[config.mk]
export PLATFORM = sky130hd
export DESIGN_NAME = gb_csr_responder
export DESIGN_NICKNAME = d
export VERILOG_FILES = /design/src/rtl/gb_resp_pkg.sv /design/src/rtl/gb_rdata_pipe.sv /design/src/rtl/gb_csr_responder.sv
export SDC_FILE = /design/constraint.sdc
export NUM_CORES = 1
export LEC_CHECK = 0
export CAP_MARGIN = 20
export CORE_MARGIN = 2
export CORE_UTILIZATION = 28
export CTS_CLUSTER_DIAMETER = 60
export DETAILED_ROUTE_END_ITERATION = 10
export SYNTH_ARGS = -nofsm -noshare
export SYNTH_HDL_FRONTEND = slang
export SYNTH_SLANG_ARGS = --single-unit
[constraint.sdc]
create_clock -name gb_clk -period 2.4 [get_ports gb_clk]
set_clock_uncertainty 0.15 [all_clocks]
set_input_delay 0.36 -clock gb_clk [delete_from_list [all_inputs] [get_ports gb_clk]]
set_output_delay 0.36 -clock gb_clk [all_outputs]
set_load 0.01 [all_outputs]
[src/rtl/gb_resp_pkg.sv]
// Shared constants for the ghostbus CSR responder: window size and fixed word offsets.
package gb_resp_pkg;

    localparam int unsigned WINDOW_AW = 6;

    localparam logic [WINDOW_AW-1:0] OFF_ID     = 6'h10;
    localparam logic [WINDOW_AW-1:0] OFF_WCNT   = 6'h11;
    localparam logic [WINDOW_AW-1:0] OFF_STATUS = 6'h12;
    localparam logic [WINDOW_AW-1:0] OFF_RAM    = 6'h20;

endpackage

[src/rtl/gb_rdata_pipe.sv]
// {valid, data} delay line of DEPTH stages followed by a registered, valid-gated output
// so the bus sees zero whenever no response is due.
module gb_rdata_pipe #(
    parameter int unsigned DW    = 32,
    parameter int unsigned DEPTH = 2
) (
    input  logic          i_clk,
    input  logic          i_rst_n,
    input  logic          i_valid,
    input  logic [DW-1:0] i_data,
    output logic [DW-1:0] o_data
);

    logic [DEPTH:0] w_valid;
    logic [DW-1:0]  w_data [DEPTH+1];
    logic [DW-1:0]  r_out;

    assign w_valid[0] = i_valid;
    assign w_data[0]  = i_data;

    for (genvar g = 0; g < DEPTH; g++) begin : g_stage
        logic          r_valid;
        logic [DW-1:0] r_data;

        always_ff @(posedge i_clk or negedge i_rst_n) begin
            if (!i_rst_n) begin
                r_valid <= 1'b0;
            end else begin
                r_valid <= w_valid[g];
            end
        end

        always_ff @(posedge i_clk) begin
            if (w_valid[g]) begin
                r_data <= w_data[g];
            end
        end

        assign w_valid[g+1] = r_valid;
        assign w_data[g+1]  = r_data;
    end

    always_ff @(posedge i_clk or negedge i_rst_n) begin
        if (!i_rst_n) begin
            r_out <= '0;
        end else begin
            r_out <= w_valid[DEPTH] ? w_data[DEPTH] : '0;
        end
    end

    assign o_data = r_out;

endmodule

[src/rtl/gb_csr_responder.sv]
// Ghostbus responder: 64-word window with RW CSRs, ID/write-count/status words and an
// optional RAM (enabled by GB_CSR_RESPONDER_RAM_EN); reads return after READ_DELAY cycles.
module gb_csr_responder
    import gb_resp_pkg::*;
#(
    parameter int unsigned   AW         = 24,
    parameter int unsigned   DW         = 32,
    parameter logic [AW-1:0] BASE       = '0,
    parameter int unsigned   NCSR       = 4,
    parameter int unsigned   RAM_AW     = 3,
    parameter int unsigned   READ_DELAY = 3,
    parameter logic [DW-1:0] ID_VAL     = 32'h6B0B_0001
) (
    input  logic               gb_clk,
    input  logic               gb_rst_n,
    input  logic [AW-1:0]      gb_addr,
    input  logic [DW-1:0]      gb_wdata,
    input  logic               gb_wen,
    input  logic               gb_rstb,
    output logic [DW-1:0]      gb_rdata,
    output logic [NCSR*DW-1:0] csr_out,
    output logic [NCSR-1:0]    csr_we,
    input  logic [DW-1:0]      status_in
);

`ifdef GB_CSR_RESPONDER_RAM_EN
    localparam bit RAM_EN = 1'b1;
`else
    localparam bit RAM_EN = 1'b0;
`endif

    logic                 w_hit;
    logic [WINDOW_AW-1:0] w_off;
    logic                 w_wr;
    logic                 w_rd;
    logic                 w_ram_hit;
    logic                 w_wr_ram;
    logic                 w_wr_any;
    logic [NCSR-1:0]      w_csr_wr;
    logic [DW-1:0]        w_rd_mux;
    logic [DW-1:0]        w_s1_data;

    logic [DW-1:0]        r_csr [NCSR];
    logic [NCSR-1:0]      r_csr_we;
    logic [DW-1:0]        r_wcnt;
    logic                 r_s1_valid;
    logic [DW-1:0]        r_s1_data;

    assign w_hit     = gb_addr[AW-1:WINDOW_AW] == BASE[AW-1:WINDOW_AW];
    assign w_off     = gb_addr[WINDOW_AW-1:0];
    assign w_wr      = gb_wen & w_hit;
    assign w_rd      = gb_rstb & w_hit;
    // Constant-false without the RAM, so RAM offsets fall through to the unmapped path.
    assign w_ram_hit = RAM_EN && ((w_off >> RAM_AW) == (OFF_RAM >> RAM_AW));
    assign w_wr_ram  = w_wr & w_ram_hit;
    assign w_wr_any  = (|w_csr_wr) | w_wr_ram;

    always_comb begin
        w_csr_wr = '0;
        for (int k = 0; k < NCSR; k++) begin
            if (w_wr && (w_off == WINDOW_AW'(k))) begin
                w_csr_wr[k] = 1'b1;
            end
        end
    end

    always_ff @(posedge gb_clk or negedge gb_rst_n) begin
        if (!gb_rst_n) begin
            for (int k = 0; k < NCSR; k++) begin
                r_csr[k] <= '0;
            end
            r_csr_we <= '0;
            r_wcnt   <= '0;
        end else begin
            for (int k = 0; k < NCSR; k++) begin
                if (w_csr_wr[k]) begin
                    r_csr[k] <= gb_wdata;
                end
            end
            r_csr_we <= w_csr_wr;
            if (w_wr_any) begin
                r_wcnt <= r_wcnt + 1'b1;
            end
        end
    end

    always_comb begin
        w_rd_mux = '0;
        for (int k = 0; k < NCSR; k++) begin
            if (w_off == WINDOW_AW'(k)) begin
                w_rd_mux = r_csr[k];
            end
        end
        case (w_off)
            OFF_ID:     w_rd_mux = ID_VAL;
            OFF_WCNT:   w_rd_mux = r_wcnt;
            OFF_STATUS: w_rd_mux = status_in;
            default:    ;
        endcase
    end

    // Stage 1: register values as seen before this edge's write, giving read-before-write.
    always_ff @(posedge gb_clk or negedge gb_rst_n) begin
        if (!gb_rst_n) begin
            r_s1_valid <= 1'b0;
        end else begin
            r_s1_valid <= w_rd;
        end
    end

    always_ff @(posedge gb_clk) begin
        if (w_rd) begin
            r_s1_data <= w_rd_mux;
        end
    end

`ifdef GB_CSR_RESPONDER_RAM_EN
    localparam int unsigned RAM_DEPTH = 2 ** RAM_AW;

    logic [DW-1:0]     r_ram [RAM_DEPTH];
    logic [DW-1:0]     r_ram_q;
    logic              r_s1_ram;
    logic [RAM_AW-1:0] w_ram_idx;

    assign w_ram_idx = w_off[RAM_AW-1:0];

    always_ff @(posedge gb_clk) begin
        if (w_wr_ram) begin
            r_ram[w_ram_idx] <= gb_wdata;
        end
        if (w_rd) begin
            r_ram_q  <= r_ram[w_ram_idx];
            r_s1_ram <= w_ram_hit;
        end
    end

    assign w_s1_data = r_s1_ram ? r_ram_q : r_s1_data;
`else
    assign w_s1_data = r_s1_data;
`endif

    gb_rdata_pipe #(
        .DW    (DW),
        .DEPTH (READ_DELAY - 1)
    ) u_rdata_pipe (
        .i_clk   (gb_clk),
        .i_rst_n (gb_rst_n),
        .i_valid (r_s1_valid),
        .i_data  (w_s1_data),
        .o_data  (gb_rdata)
    );

    for (genvar k = 0; k < NCSR; k++) begin : g_csr_out
        assign csr_out[k*DW +: DW] = r_csr[k];
    end

    assign csr_we = r_csr_we;

endmodule

==> impl_metrics.tcl, run 1 <==
set metrics [dict create \
    synth-main-ff-cell "dfrtp_1" \
    finalHoldViolCount 0 \
    overflow 0 \
    std_cell_rows 74 \
    netlist_instances 767 \
    via_per_inst 4.586 \
    clock.fmax_ghz 0.4284 \
    grt_max_degree 61 \
    finalCriticalPeriod_ns 2.334 \
    syn2layout_area_growth_pct 41.77 \
    path_max_fanout 25 \
    synth_top_cell_area_share 0.4250 \
    route.detailed.drc 0 \
    path_clk_slew_ns 0.06 \
    syn_nets 860 \
    htreeDepth 2 \
    tightest_slew_ns 0.7673 \
    dp_hpwl_um 24480 \
    max_slew_margin 0.4884 \
    p_per_area_nw_per_um2 657.6 \
    ff_latch_area_um2 7863 \
    yosys.cell_count.top_type "dfrtp_1" \
    die_x_um 208.6 \
    worst-setup-path-type "in -> reg" \
    synth_cell_types 38 \
    vias 7553 \
    synthArstFlopShare 0.6746 \
    synth_warnings 0 \
    finalPower_mw 10.92 \
    synth_edf_count 96 \
    drtIter0Drc 285 \
    power_leakage_nw 7.076 \
    crit_arrival_ns 2.60 \
    cts_root_buf "clkbuf_16" \
    ys_ff_latch 295 \
    gp_congestion 0.8243 \
    synth_area_leaders "dfrtp_1 (42%), edfxtp_1 (25%), mux2_2 (12%)" \
    worst_path_max_delay_cell "clkdlybuf4s50_1" \
    dp.cells 1574 \
    rsz0062_at_grt "false" \
    required_ns 2.67 \
    grt_first_pass_wirelength_um 50910 \
    avgSynthCellArea_um2 15.28 \
    postCtsSetupBuffers 0 \
    cp_cell_sequence "clkdlybuf4s50_1, nor4_2, and3_1, nand2_2, buf_12, nor2_4, buf_12, mux2_2" \
    end_kind "register" \
    fill_cells 3890 \
    final_layout_size_suffix_gt1_frac 0.2536 \
    dieArea_um2 43500 \
    status "complete, no violations" \
    ys_seq_area_frac 0.6710 \
    startpoint_type "primary input" \
    yosys.area.top_type "dfrtp_1" \
    drt.antenna.violating_nets 0 \
    utilization 0.4041 \
    crit_top_cell "buf_12" \
    setup_violations 0 \
    grt_pass1_vias 8125 \
    routed_wl_um 33500 \
    final_cell_count_no_fill 1647 \
    insertion_delay_ns 0.54 \
    cap_viol_max_count 0 \
    start_util 0.2850 \
    cts_tree "done" \
    die_height_um 208.6 \
    cts_buffers 38 \
    grt_usage 0.1563 \
    io_pins 256 \
    antenna_found_initial 2 \
    synth_area_um2 11720 \
    ir_drop_uv 416.4 \
    first_pass_iters 4 \
    multi_input_area_um2 3740 \
    clock_sinks 295 \
    core_area_um2 41110 \
    slowest_delay_ns 0.53 \
    layout.nets 1176 \
    clockBufferDepth 3 \
    port_buffers 255 \
    wl_per_cell_um 20.34 \
    slew_violations 0 \
    hold_class "in -> async" \
    fin_crit_sh 0.9726 \
    ys_top_cells_by_count "dfrtp_1 (199), mux2_2 (129), edfxtp_1 (96), nand2_1 (64), and2_1 (32)" \
]
==> flip-flops by register name, indices dropped and copies added, names as in the netlist <==
register / cells
csr_out: 128
csr_we: 4
r_s1_data: 32
r_s1_valid: 1
r_wcnt: 32
u_rdata_pipe.g_stage.r_data: 64
u_rdata_pipe.g_stage.r_valid: 2
u_rdata_pipe.o_data: 32
==> report_power, final <==
group,internal [mW],switching [mW]
Clock,3.14,2.20
Sequential,5.17,0.00000620
Combinational,0.203,0.213
==> final timing paths <==
kind	endpoint	cells after the start	slack, ns	start
worst max-delay path	csr_out[112]	8	0.07	gb_addr[23]
worst min-delay path	csr_out[92]	2	0.19	gb_rst_n
worst max register to register	r_wcnt[29]	6	0.27	r_wcnt[16]
worst min register to register	u_rdata_pipe.g_stage[0].r_data[21]	0	0.27	r_s1_data[21]
max in group asynchronous	r_wcnt[17]	3	1.04	gb_rst_n
min in group gb_clk	u_rdata_pipe.g_stage[0].r_data[21]	0	0.27	r_s1_data[21]
==> cell usage in the layout (no fill, tap or decap), types with 12 or more instances in the layout <==
| cell type | instances |
|---|---|
| buf_4 | 42 |
| and2_1 | 32 |
| nand2_1 | 64 |
| edfxtp_1 | 96 |
| nor2_1 | 25 |
| nor3_1 | 13 |
| a22oi_1 | 22 |
| dfrtp_1 | 199 |
| buf_12 | 12 |
| mux4_2 | 25 |
| clkbuf_16 | 38 |
| xor2_1 | 15 |
| xnor2_1 | 16 |
| mux2_2 | 129 |
| clkdlybuf4s50_1 | 252 |
==> what timing repair did <==
item                                   4_1_cts  5_1_grt
pin swaps                                    0        1
hold buffers                                 1        0
gates resized for setup                      2        5
setup endpoints to repair                  133      126
endpoints found under the hold margin       48        0
==> worst max-delay path, delay by kind of cell <==
family	cells	cell delay, ns
buf+inv	3	0.91
mux	1	0.36
simple gates	4	0.93
==> routing by layer <==
metal	track usage	vias up	share of wire
li1	-	3444	-
met1	0.2121	3822	0.45
met2	0.2445	238	0.46
met3	0.03457	49	0.059
met4	0.06182	0	0.029
met5	0	-	0
==> layout make-up <==
class                      instances  area share
antenna                            3   0.0004519
clock buffer                      49     0.06093
clock inverter                    20     0.01077
inverter                           9    0.002034
multi-input combinational        429      0.2251
sequential                       295      0.4733
tap                              532     0.04007
timing repair buffer             310      0.1873
==> stage by stage <==
stage          setup slack, ns  setup TNS [ns]  cell area, um2  hold slack [ns]
6_report               0.06579               0           16610           0.1925
2_1_floorplan          0.06893               0           11720         -0.08559
4_1_cts                0.03637               0           16570           0.2110
3_3_place_gp           -0.7025         -118.63           15360           0.2253
3_5_place_dp           -0.6776         -109.95           15360           0.2320
5_1_grt                0.01938               0           16610           0.2180
==> cell families (layout without fill, tap and decap cells) <==
kind of cell	after synthesis	after routing	share of synthesized area
buffers and inverters	43	388	0.01548
adders and majority gates	1	1	0.001068
muxes	161	161	0.1780
other	0	3	0
xor gates and xnor gates	31	31	0.02317
and+or+nand+nor	178	178	0.07720
DFF	295	295	0.6710
AOI/OAI and AO/OA	58	58	0.03406
Power figures use the tool's default switching activity.
==> run 2: changes to the inputs <==
- CORE_MARGIN: 2 -> default
- SYNTH_HIERARCHICAL: default -> 1
==> impl_metrics.tcl, run 2 <==
set metrics [dict create \
    clock.fmax_ghz 0.4195 \
    syn2layout_area_growth_pct 41.47 \
    mostFrequentLayoutCells "clkdlybuf4s50_1 (251), dfrtp_1 (199), mux2_2 (135)" \
    routed_wl_um 33030 \
    path_max_fanout 11 \
    cts_tree "done" \
    die_height_um 207.3 \
    clock_sinks 295 \
    synth-main-ff-cell "dfrtp_1" \
    overflow 0 \
    insertion_delay_ns 0.53 \
    layout.nets 1143 \
    antenna_found_initial 2 \
    synth_area_leaders "dfrtp_1 (42%), edfxtp_1 (24%), mux2_2 (13%)" \
    core_area_um2 41200 \
    via_per_inst 4.594 \
    crit_arrival_ns 2.64 \
    power_leakage_nw 7.289 \
    fin_ws_ns 0.01646 \
    required_ns 2.66 \
    htreeDepth 2 \
    route.detailed.drc 0 \
    finalHoldViolCount 0 \
    die_x_um 207.3 \
    ys_top_cells_by_count "dfrtp_1 (199), mux2_2 (135), edfxtp_1 (96), and2_2 (32), inv_1 (29)" \
    p_per_area_nw_per_um2 645.0 \
    fin_crit_sh 0.9931 \
    netlist_instances 730 \
    largest_reg_flops 128 \
    dp_hpwl_um 24230 \
    rsz0062_at_grt "true" \
    synth_warnings 6 \
    synth_top_cell_area_share 0.4218 \
    path_clk_slew_ns 0.05 \
    synthArstFlopShare 0.6746 \
    drtIter0Drc 411 \
    final_layout_size_suffix_gt1_frac 0.3052 \
    max_slew_margin 0.5073 \
    place_ws_ns -0.6024 \
    cap_viol_max_count 0 \
    placed_area_um2 15430 \
    grt_usage 0.1543 \
    dieArea_um2 42990 \
    vias 7405 \
    port_buffers 255 \
    drt.antenna.violating_nets 0 \
    end_kind "register" \
    syn_nets 823 \
    startpoint_type "primary input" \
    final.setup.tns_ns 0 \
    yosys.area.top_type "dfrtp_1" \
    clockBufferDepth 3 \
    start_util 0.2865 \
    avgSynthCellArea_um2 16.17 \
    std_cell_rows 74 \
    r2r_cells 7 \
    setup_violations 0 \
    r2r-start "r_wcnt[1]" \
    ys_ff_latch 295 \
    layout_commonest_cell "clkdlybuf4s50_1" \
    tightest_slew_ns 0.7363 \
    io_pins 256 \
    slew_violations 0 \
    grt_first_pass_wirelength_um 50110 \
    ys_seq_area_frac 0.6660 \
    synth_cell_types 43 \
    grt_pass1_vias 8004 \
    cts_root_buf "clkbuf_16" \
    ir_drop_uv 391.6 \
    status "complete, no violations" \
    synth_edf_count 96 \
    gp_congestion 0.8368 \
    hold_class "in -> async" \
    final_area_um2 16700 \
    finalCriticalPeriod_ns 2.384 \
    grt_max_degree 46 \
    yosys.cell_count.top_type "dfrtp_1" \
    r2r-end "r_wcnt[12]" \
    synth_area_um2 11810 \
    first_pass_iters 5 \
    rrSetupSlack_ns 0.22 \
    wl_per_cell_um 20.49 \
    cts_buffers 36 \
    worst-setup-path-type "in -> reg" \
    finalPower_mw 10.77 \
]
-- run 2: critical path: stages --
cell	delay [ns]
clkdlybuf4s50_1	0.42
or4_4	0.58
or4_4	0.45
nor3_4	0.17
buf_4	0.16
clkbuf_16	0.16
mux2_2	0.33
-- run 2: cell type report --
| cell class | count | area [um2] |
|---|---|---|
| fillers | 3826 | 24500 |
| flip-flops and latches | 295 | 7863 |
| multi-input cells | 370 | 3695 |
| repair buffers | 318 | 3212 |
| clock buffers | 54 | 1060 |
| well taps | 532 | 665.6 |
| inverters | 29 | 108.9 |
| clock inverters | 12 | 93.84 |
| diodes | 2 | 5.005 |
-- run 2: layer usage --
layer | vias up | share of wire | global-route usage
li1 | 3402 | - | -
met1 | 3697 | 0.43 | 0.1984
met2 | 261 | 0.47 | 0.2499
met3 | 45 | 0.073 | 0.04312
met4 | 0 | 0.023 | 0.05198
met5 | - | 0 | 0
-- run 2: how the worst max path moves through the flow --
stage             endpoint  slack, ns        from
2_1_floorplan  csr_out[10]      -0.07  gb_addr[3]
3_3_place_gp    csr_out[5]      -0.58  gb_addr[2]
3_5_place_dp    csr_out[2]      -0.60  gb_addr[2]
4_1_cts         csr_out[2]       0.04  gb_addr[2]
5_1_grt         csr_out[9]     -0.007  gb_addr[3]
6_report        csr_out[9]       0.02  gb_addr[3]
-- run 2: through the flow --
step           hold slack, ns    util  std cells
6_report               0.1889  0.4054       1612
4_1_cts                0.1735  0.4029       1605
5_1_grt                0.2137  0.4053       1610
3_5_place_dp           0.1899  0.3746       1538
2_1_floorplan        -0.08559       -        730
3_3_place_gp           0.1861  0.3746       1538
-- run 2: power by group --
part,switching (mW),leakage [nW],internal [mW]
registers,0.00000524,3.73,5.18
clock network,2.04,0.570,3.17
logic,0.195,2.98,0.191
total,2.24,7.29,8.53
-- run 2: cells by family (layout without fill, tap and decap cells) --
| kind of cell | count (synthesis) | after routing | synth area share |
|---|---|---|---|
| buf+inv | 65 | 413 | 0.02554 |
| mux | 161 | 161 | 0.1755 |
| compound gates | 60 | 60 | 0.04282 |
| other cells | 0 | 2 | 0 |
| fa+ha+maj | 1 | 1 | 0.001060 |
| simple gates | 117 | 117 | 0.06613 |
| xor+xnor | 31 | 31 | 0.02300 |
| flops | 295 | 295 | 0.6660 |
-- run 2: repair_timing --
| item | CTS | global route |
|---|---|---|
| setup buffers | 0 | 4 |
| endpoints found under the hold margin | 40 | 0 |
| hold buffers | 1 | 0 |
| resized for setup | 1 | 6 |
| endpoints found under the setup margin | 21 | 30 |
| gates cloned | 0 | 1 |
==> run 3: changes to the inputs <==
- SKIP_CTS_REPAIR_TIMING: default -> 1
- clock period: 2.4 -> 3.1 ns (I/O delays scaled with it)
==> impl_metrics.tcl, run 3 (synthesis gave the netlist of run 2 again) <==
set metrics [dict create \
    startpoint_type "primary input" \
    crit_arrival_ns 2.84 \
    hold_class "reg -> reg" \
    dp_hpwl_um 22940 \
    clkPwrFrac 0.496 \
    internal-power_mw 6.693 \
    required_ns 3.35 \
    final_cell_count_no_fill 1584 \
    layout_commonest_cell "clkdlybuf4s50_1" \
    cp-endpoint "csr_out[58]" \
    grt_first_pass_wirelength_um 49050 \
    insertion_delay_ns 0.51 \
    die_height_um 207.3 \
    cap_viol_max_count 0 \
    clockBufferDepth 3 \
    path_clk_slew_ns 0.06 \
    ir_drop_uv 363.9 \
    mostFrequentLayoutCells "clkdlybuf4s50_1 (252), dfrtp_1 (199), mux2_2 (135)" \
    clock_sinks 295 \
    r2r-start "r_wcnt[4]" \
    largest_reg_flops 128 \
    final.setup.tns_ns 0 \
    p_seq_frac 0.472 \
    fin_crit_sh 0.8356 \
    vias 7335 \
    r2r_cells 6 \
    rsz0062_at_grt "false" \
    setup_violations 0 \
    dieArea_um2 42990 \
    first_pass_iters 5 \
    multi_input_area_um2 3672 \
    p_switching_mw 1.798 \
    final_layout_size_suffix_gt1_frac 0.2838 \
    cts_tree "done" \
    drtIter0Drc 291 \
    ff_latch_area_um2 7863 \
    max_slew_margin 0.4706 \
    gp_congestion 0.8018 \
    worst_path_max_delay_cell "or4_1" \
    clock.fmax_ghz 0.3860 \
    tightest_slew_ns 0.7912 \
    cts_buffers 37 \
    syn2layout_area_growth_pct 39.32 \
    placed_area_um2 15230 \
    utilization 0.3992 \
    status "complete, no violations" \
    io_pins 256 \
    route.detailed.drc 0 \
    final_area_um2 16450 \
    grt_pass1_vias 7795 \
    overflow 0 \
    slowest_delay_ns 0.63 \
    slew_violations 0 \
    drt.antenna.violating_nets 0 \
    end_kind "register" \
    core_area_um2 41200 \
    start_util 0.2865 \
    switching_share 0.2117 \
    worst-setup-path-type "in -> reg" \
    p_per_area_nw_per_um2 516.2 \
    std_cell_rows 74 \
    htreeDepth 2 \
    r2r-end "r_wcnt[28]" \
    finalHoldViolCount 0 \
    via_per_inst 4.631 \
    grt_usage 0.1487 \
    crit_start "gb_addr[3]" \
    fin_ws_ns 0.5096 \
    cp_cell_sequence "clkdlybuf4s50_1, or4_1, or3_1, nor3_4, buf_4, mux2_2" \
    combPwrFrac 0.032 \
    grt_max_degree 59 \
    layout.nets 1115 \
    wl_per_cell_um 20.15 \
    port_buffers 255 \
    rrSetupSlack_ns 0.99 \
    power_leakage_nw 7.128 \
    cts_root_buf "clkbuf_16" \
    die_x_um 207.3 \
    dp.cells 1514 \
    finalCriticalPeriod_ns 2.590 \
    fill_cells 3860 \
    place_ws_ns 0.01574 \
    antenna_found_initial 3 \
    routed_wl_um 31930 \
    path_max_fanout 11 \
]
run 3: per-layer routing:
layer	wire length, um	share of wire	global-route usage
met3	1998	0.063	0.04130
met5	9	0.00028	0
met1	14140	0.44	0.1988
met2	15080	0.47	0.2351
met4	699	0.022	0.04349
run 3: how the worst min path moves through the flow:
stage | start | endpoint | cells past startpoint
3_3_place_gp | r_s1_data[23] | u_rdata_pipe/g_stage[0].r_data[23] | 0
4_1_cts | gb_rst_n | csr_out[122] | 1
3_5_place_dp | r_s1_data[28] | u_rdata_pipe/g_stage[0].r_data[28] | 0
2_1_floorplan | gb_rst_n | csr_out[0] | 0
5_1_grt | r_s1_data[21] | u_rdata_pipe/g_stage[0].r_data[21] | 0
6_report | u_rdata_pipe/g_stage[0].r_data[15] | u_rdata_pipe/g_stage[1].r_data[15] | 0
run 3: final cells by class:
class | instances | area share
sequential | 295 | 0.4780
multi-input combinational | 370 | 0.2233
timing repair buffer | 289 | 0.1781
clock buffer | 47 | 0.06040
tap | 532 | 0.04047
clock inverter | 20 | 0.01286
inverter | 29 | 0.006618
antenna | 2 | 0.0003043
run 3: critical path, delay by kind of cell:
kind,cells,cell delay [ns]
buf+inv,2,0.72
mux,1,0.36
simple gates,3,1.28
run 3: power groups by stage:
stage,Clock (mW),Combinational (mW),Sequential [mW]
5_1_grt,4.48,0.301,4.00
3_3_place_gp,0,0.278,4.08
3_5_place_dp,0,0.280,4.08
4_1_cts,4.34,0.281,4.01
6_report,4.21,0.275,4.01
2_1_floorplan,0,0.0500,4.08
run 3: per-stage QoR:
step | hold WS, ns | power [mW]
6_report | 0.2641 | 8.491
5_1_grt | 0.2720 | 8.787
4_1_cts | -0.2182 | 8.623
2_1_floorplan | 0.01941 | 4.130
3_5_place_dp | 0.2545 | 4.359
3_3_place_gp | 0.2559 | 4.358
